`config.mk`:
```
export PLATFORM = sky130hd
export DESIGN_NAME = reg_file_flat
export DESIGN_NICKNAME = d
export VERILOG_FILES = /design/src/rtl/reg_file_if.sv /design/src/rtl/reg_file.sv /design/src/flat_wrapper.sv
export SDC_FILE = /design/constraint.sdc
export NUM_CORES = 2
export LEC_CHECK = 0
export BUFFER_PORTS_ARGS = -buffer_cell sky130_fd_sc_hd__clkbuf_2
export CAP_MARGIN = 20
export CELL_PAD_IN_SITES_DETAIL_PLACEMENT = 0
export CELL_PAD_IN_SITES_GLOBAL_PLACEMENT = 1
export CORE_AREA = 2 2 391 277
export CTS_BUF_LIST = sky130_fd_sc_hd__clkbuf_2
export DETAILED_ROUTE_END_ITERATION = 8
export DIE_AREA = 0 0 393 279
export GPL_ROUTABILITY_DRIVEN = 0
export PLACE_DENSITY_LB_ADDON = 0.2
export SYNTH_ARGS = -nofsm -noshare
export SYNTH_HDL_FRONTEND = slang
export SYNTH_SLANG_ARGS = --single-unit
```
`constraint.sdc`:
```
create_clock -name clk -period 4.8 [get_ports clk]
set_input_delay 0.48 -clock clk [delete_from_list [all_inputs] [get_ports clk]]
set_output_delay 0.48 -clock clk [all_outputs]
set_load 0.05 [all_outputs]
```
`src/rtl/reg_file_if.sv`:
```
// Register-file access bus: two combinational read ports and one write port.
// w is a one-sided write strobe with no ready: the file always accepts a write on the clock edge.
interface reg_file_if #(
    parameter int DATA_W = 32,
    parameter int ADDR_W = 5
);
    logic              w;
    logic [ADDR_W-1:0] rs1;
    logic [ADDR_W-1:0] rs2;
    logic [ADDR_W-1:0] rd;
    logic [DATA_W-1:0] wdata;
    logic [DATA_W-1:0] rdata1;
    logic [DATA_W-1:0] rdata2;

    modport master (
        output w, rs1, rs2, rd, wdata,
        input  rdata1, rdata2
    );

    modport slave (
        input  w, rs1, rs2, rd, wdata,
        output rdata1, rdata2
    );
endinterface

```
`src/rtl/reg_file.sv`:
```
// 32 x 32 MIPS general-purpose register file: two combinational reads, one clocked write,
// register $0 hardwired to zero, asynchronous active-low clear.
module reg_file #(
    parameter int DATA_W = 32,
    parameter int ADDR_W = 5
) (
    input  logic       clk,
    input  logic       rst_n,
    reg_file_if.slave  bus
);
    localparam int NREGS = 1 << ADDR_W;

    logic [DATA_W-1:0] regs [NREGS];

    // Per-entry decode rather than regs[rd] so an unknown rd with w low can never touch storage.
    always_ff @(posedge clk or negedge rst_n) begin
        if (!rst_n) begin
            for (int i = 0; i < NREGS; i++) begin
                regs[i] <= '0;
            end
        end else begin
            for (int i = 1; i < NREGS; i++) begin
                if (bus.w && (bus.rd == ADDR_W'(i))) begin
                    regs[i] <= bus.wdata;
                end
            end
        end
    end

    // No write bypass: a same-index read shows the old value until the write edge.
    assign bus.rdata1 = (bus.rs1 == '0) ? '0 : regs[bus.rs1];
    assign bus.rdata2 = (bus.rs2 == '0) ? '0 : regs[bus.rs2];
endmodule

```
`src/flat_wrapper.sv`:
```
// flat-port wrapper written by rule: the top's interface ports become plain ports
module reg_file_flat 
#(
    parameter int DATA_W = 32,
    parameter int ADDR_W = 5
)
  (clk, rst_n, bus_w, bus_rs1, bus_rs2, bus_rd, bus_wdata, bus_rdata1, bus_rdata2);
  reg_file_if #(.DATA_W(DATA_W), .ADDR_W(ADDR_W)) bus_i ();
  input  logic clk;
  input  logic rst_n;
  input wire logic [$bits(bus_i.w)-1:0] bus_w;
  input wire logic [$bits(bus_i.rs1)-1:0] bus_rs1;
  input wire logic [$bits(bus_i.rs2)-1:0] bus_rs2;
  input wire logic [$bits(bus_i.rd)-1:0] bus_rd;
  input wire logic [$bits(bus_i.wdata)-1:0] bus_wdata;
  output wire logic [$bits(bus_i.rdata1)-1:0] bus_rdata1;
  output wire logic [$bits(bus_i.rdata2)-1:0] bus_rdata2;
  assign bus_i.w = bus_w;
  assign bus_i.rs1 = bus_rs1;
  assign bus_i.rs2 = bus_rs2;
  assign bus_i.rd = bus_rd;
  assign bus_i.wdata = bus_wdata;
  assign bus_rdata1 = bus_i.rdata1;
  assign bus_rdata2 = bus_i.rdata2;
  reg_file #(.DATA_W(DATA_W), .ADDR_W(ADDR_W)) u_core (.clk(clk), .rst_n(rst_n), .bus(bus_i));
endmodule
```
-- Word level (Yosys, flattened, before mapping)
Cells that the tools add are included.
- magnitude comparators: 2
- eq/ne operators: 31
- muxes and demuxes: 8
- bitwise operators: 2
- reduce and logical (&&, ||, !) cells: 33
- operators by type and width (kind ; count):
    binary-select mux 32 bit (select 5 bit) ; 2
    two-way mux 32 bit ; 6
    equality test 5 bit (second input constant) ; 16
    equality test 5 x 4 -> 1 bit (second input constant) ; 8
    logical AND 1 bit ; 31
    equality test 5 x 3 -> 1 bit (second input constant) ; 4
    >= comparator 6 bit (second input constant) ; 2
    inverter 5 -> 6 bit ; 2
    equality test 5 x 2 -> 1 bit (second input constant) ; 2
    logical NOT 5 bit ; 2
    equality test 5 x 1 -> 1 bit (second input constant) ; 1
- register bits: 992
- input bits: 50
- output and inout port bits: 64
- logic and storage cells: 107

-- Depth between registers and ports, before layout
- word-level depth: 5
- gate-level depth with buffers: 9
- depth with buffers taken out: 4

-- Least setup slack after synthesis
Ideal clock, no wire load.
- kind: input port to output port
- from: input port bus_rs2[0]
- to: output port bus_rdata2[31]
- data arrival time: 3.024 ns
- data required time: 4.320 ns
- setup slack: 1.296 ns
- stages on the path: 8
- buffers on the path: 5
- cells stage by stage: buf_2 > buf_6 > buf_4 > buf_6 > buf_4 > nor3_1 > a211oi_1 > nor4_1
- word-level cells in the longest chain between the ends: 5
- elaborated cells between the ends (all ways): 6
- ends and longest elaborated chain (element ; RTL line ; source):
    from (decl) ; flat_wrapper.sv:13 ; input wire logic [$bits(bus_i.rs2)-1:0] bus_rs2;
    inverter 5 -> 6 bit (not written as such) ; reg_file.sv:32 ; assign bus.rdata2 = (bus.rs2 == '0) ? '0 : regs[bus.rs2];
    binary-select mux 32 bit (select 5 bit) ; reg_file.sv:32 ;
    two-way mux 32 bit (not written as such) (2 in a row) ; reg_file.sv:32 ;
    two-way mux 32 bit * ; reg_file.sv:32 ;
    to (decl) ; flat_wrapper.sv:17 ; output wire logic [$bits(bus_i.rdata2)-1:0] bus_rdata2;
Mark *: on every way between the ends. The rest lies on a longest branch, timed or not. The select of a mux whose other input is x is not followed.

-- Worst setup path after layout
- from: register u_core.regs[31] in the netlist's numbering
- to: output port bus_rdata1[31]
- word-level cells in the longest chain between the ends: 4
- ends and longest elaborated chain (element ; RTL line ; source):
    from (decl) ; reg_file.sv:13 ; logic [DATA_W-1:0] regs [NREGS];
    from (signal, indexed assignment) ; reg_file.sv:24 ; regs[i] <= bus.wdata;
    binary-select mux 32 bit (select 5 bit) ; reg_file.sv:31 ; assign bus.rdata1 = (bus.rs1 == '0) ? '0 : regs[bus.rs1];
    two-way mux 32 bit (not written as such) (2 in a row) ; reg_file.sv:31 ;
    two-way mux 32 bit ; reg_file.sv:31 ;
    to (decl) ; flat_wrapper.sv:16 ; output wire logic [$bits(bus_i.rdata1)-1:0] bus_rdata1;
Every way passes these cells. The select of a mux whose other input is x is not followed.

==> results.cfg <==
[power_and_ir_drop]
pwr-share-seq_pct = 50.5
p_leak_uw = 0.0253
total_power_uw = 22300
swShare_pct = 32.5
p_switching_uw = 7250
p_int_uw = 15000
power_density_mw_per_mm2 = 389
comb_power_share_pct = 24.0
ir_worst_vdd_v = 0.000199
pwr-share-clk_pct = 25.5

[final_layout]
fin_cells = 5346
largest_reg_flops = 992
drive_gt1_share_pct = 54.1
regMostFlops = u_core.regs
final_area_sq_mm = 0.0574
nNetsFinal = 3814
num-fill-cells = 8709
area.growth.synth_to_final_pct = 9.20
reg_top3 = u_core.regs: 992 flops

[hold_path]
min-delay-start = bus_wdata[13]
min_path_type = in2reg
min_path_cells = 3

[route]
vias_per_cell = 6.82
drt-total-wl_mm = 183
ant_nets = 0
first_pass_iters = 5
wl_per_cell_microns = 34.2
drt_iter0_drc = 4035
num_vias = 36500
drc = 0

[yosys]
synth_seq_cells = 992
synthMuxAreaShare_pct = 41.6
syn_avg_cell_area_sq_um = 14.7
yosysMostFrequentCell = mux2_2
ys.flop_type = dfrtp_1
synth_xor_area_share_pct = 0
synth.area.top_cells = dfrtp_1 47%, mux2_2 22%, mux4_2 16%
postSynthNetCount = 3619
synth_edf_count = 0
async_flop_share_pct = 100
synthesis.area_sq_mm = 0.0525
ys_seq_area_share_pct = 47.3
synth_compound_area_share_pct = 4.96
ys_types = 47
yosys_warnings = 32
syn_inst = 3569
synth_top_area_cell = dfrtp_1
synth_top_family_by_area = multiplexers
synth_commonest_cells = 1044 x mux2_2, 992 x dfrtp_1, 383 x mux4_2, 173 x buf_2, 173 x clkbuf_1
yosys.area_share.adder_pct = 0
yosys.area_share.simple_pct = 2.62
synth_top_area_share_pct = 47.3

[timing]
tns_ns = 0
finalCritPeriodShare_pct = 86.2
slew_headroom_pct = 22.8
final_hold_viol_count = 0
setup_viol = 0
fin_ws_ns = 0.662
worstMarginPinSlew_ns = 1.16
rsz0062_at_grt = false
fin_worst_skew_ns = 0
slew_viol_final = 0
fmax_ghz = 0.242
period_needed_ns = 4.14

[worst_setup_path]
rr_worst_depth = 2
worstPathCellList = mux4_2 -> a22o_1 -> a31oi_1 -> o211ai_1 -> clkbuf_2
critPathKind = reg2out
cp_slowest_cell = mux4_2
start_kind = flop
r2r-start = u_core.regs[792]
crit_arrival_ns = 3.66
end_kind = output port
cp.depth = 5
crit_required_ns = 4.32
worstPathMaxFanout = 3
cpPeakStageDelay_ns = 0.47
cpLargestDelayFamily = compound AO/OA/AOI/OAI gates
critPathBufInv = 1
cp-startpoint = u_core.regs[31]

[global_routing]
grtUsageMet1_pct = 48.5
use_met2_pct = 48.0
grt_max_degree = 146
antenna_found_initial = 5
overflow = 0
grt.met3_usage_pct = 9.71
grt_pass1_wl_mm = 265
busiest_layer = met1
track_usage_pct = 33.7
grt_pass1_vias = 38100

[floorplanning]
initial_utilization_pct = 49.7
coreArea_sq_mm = 0.106
die_area_sq_mm = 0.110
fp.dieH_microns = 279
row_count = 100
io_pins = 114
die_width_microns = 393

[placed_design]
place_ws_ns = 1.04
portBuffers = 113
placed_cell_area_sq_mm = 0.0545
place_inst = 4844
hpwl_mm = 104

[run]
drv_cap = 0

[clock_tree]
clk_pin_slew_worst_paths_ns = 0.10
cts.sinks = 992
clk_latency_ns = 1.55
cts_tree = yes
cts-root-buf = clkbuf_2
cts_buffer_depth = 4
htreeDepth = 5
cts_buffers = 274
cts_resized = 0
cts_setup_buffers = 0

[outcome]
status = completed
==> layout make-up <==
type                       count  area, sq um  share of cell area (%)
multi-input combinational   2185        26100                    45.5
inverter                       3         11.3                  0.0196
sequential                   992        24800                    43.3
timing repair buffer         308         2560                    4.46
tap                         1428         1790                    3.12
clock inverter                34          129                   0.225
clock buffer                 389         1950                    3.39
antenna                        7         17.5                  0.0305
==> worst reg2reg max path: stages, from the launching register on <==
cell and delay (ns):
dfrtp_1 0.41, mux2_2 0.27, dlygate4sd3_1 0.56
==> worst paths after layout <==
kind,to,slack [ns]
worst max-delay path,bus_rdata1[31],0.66
worst min-delay path,u_core.regs[589],0.16
max in group asynchronous,u_core.regs[922],3.73
min in group asynchronous,u_core.regs[231],0.23
worst max register to register,u_core.regs[792],3.44
worst min register to register,u_core.regs[589],0.52
==> metal layers <==
layer  wire length (microns)  vias up
met5                      28        -
met4                    6350        4
met2                   79900     2210
met1                   77700    19500
met3                   18900      421
li1                        -    14300
==> cells in the final DEF (no fill, tap or decap), drive strengths merged, types with 7 or more instances in the layout <==
| master | instances |
|---|---|
| a21oi | 21 |
| a221o | 23 |
| a221oi | 40 |
| a22o | 9 |
| a22oi | 121 |
| a31oi | 11 |
| buf | 131 |
| clkbuf | 495 |
| clkinv | 29 |
| dfrtp | 992 |
| diode | 7 |
| dlygate4sd3 | 71 |
| inv | 8 |
| mux2 | 1059 |
| mux2i | 130 |
| mux4 | 383 |
| nand2 | 37 |
| nand2b | 33 |
| nand3 | 52 |
| nand4 | 23 |
| nor2 | 53 |
| nor2b | 16 |
| nor3 | 37 |
| o211ai | 9 |
| o21ai | 8 |
| o22ai | 64 |
| o31a | 31 |
==> power by group through the flow <==
stage	Sequential, uW	Clock (uW)	Combinational, uW
2_1_floorplan	10900	0	4050
3_3_place_gp	11200	0	5100
3_5_place_dp	11400	0	5250
4_1_cts	11200	5820	5330
5_1_grt	11400	6270	5660
6_report	11300	5690	5340
==> timing repair <==
action,CTS,global route
hold endpoints to repair,1984,0
hold buffers,72,0
setup endpoints to repair,0,0
==> cell families after synthesis <==
kind of cell | count (synthesis)
AOI/OAI and AO/OA | 347
buffers and inverters | 392
and+or+nand+nor | 266
DFF | 992
muxes | 1572
==> per-stage QoR <==
stage          hold slack, ns  utilization (%)
6_report                0.160             54.2
4_1_cts              0.000827             54.2
5_1_grt                0.0974             54.2
3_5_place_dp            0.500             51.6
2_1_floorplan           0.184                -
3_3_place_gp            0.481             51.6
Power figures use the tool's default switching activity.
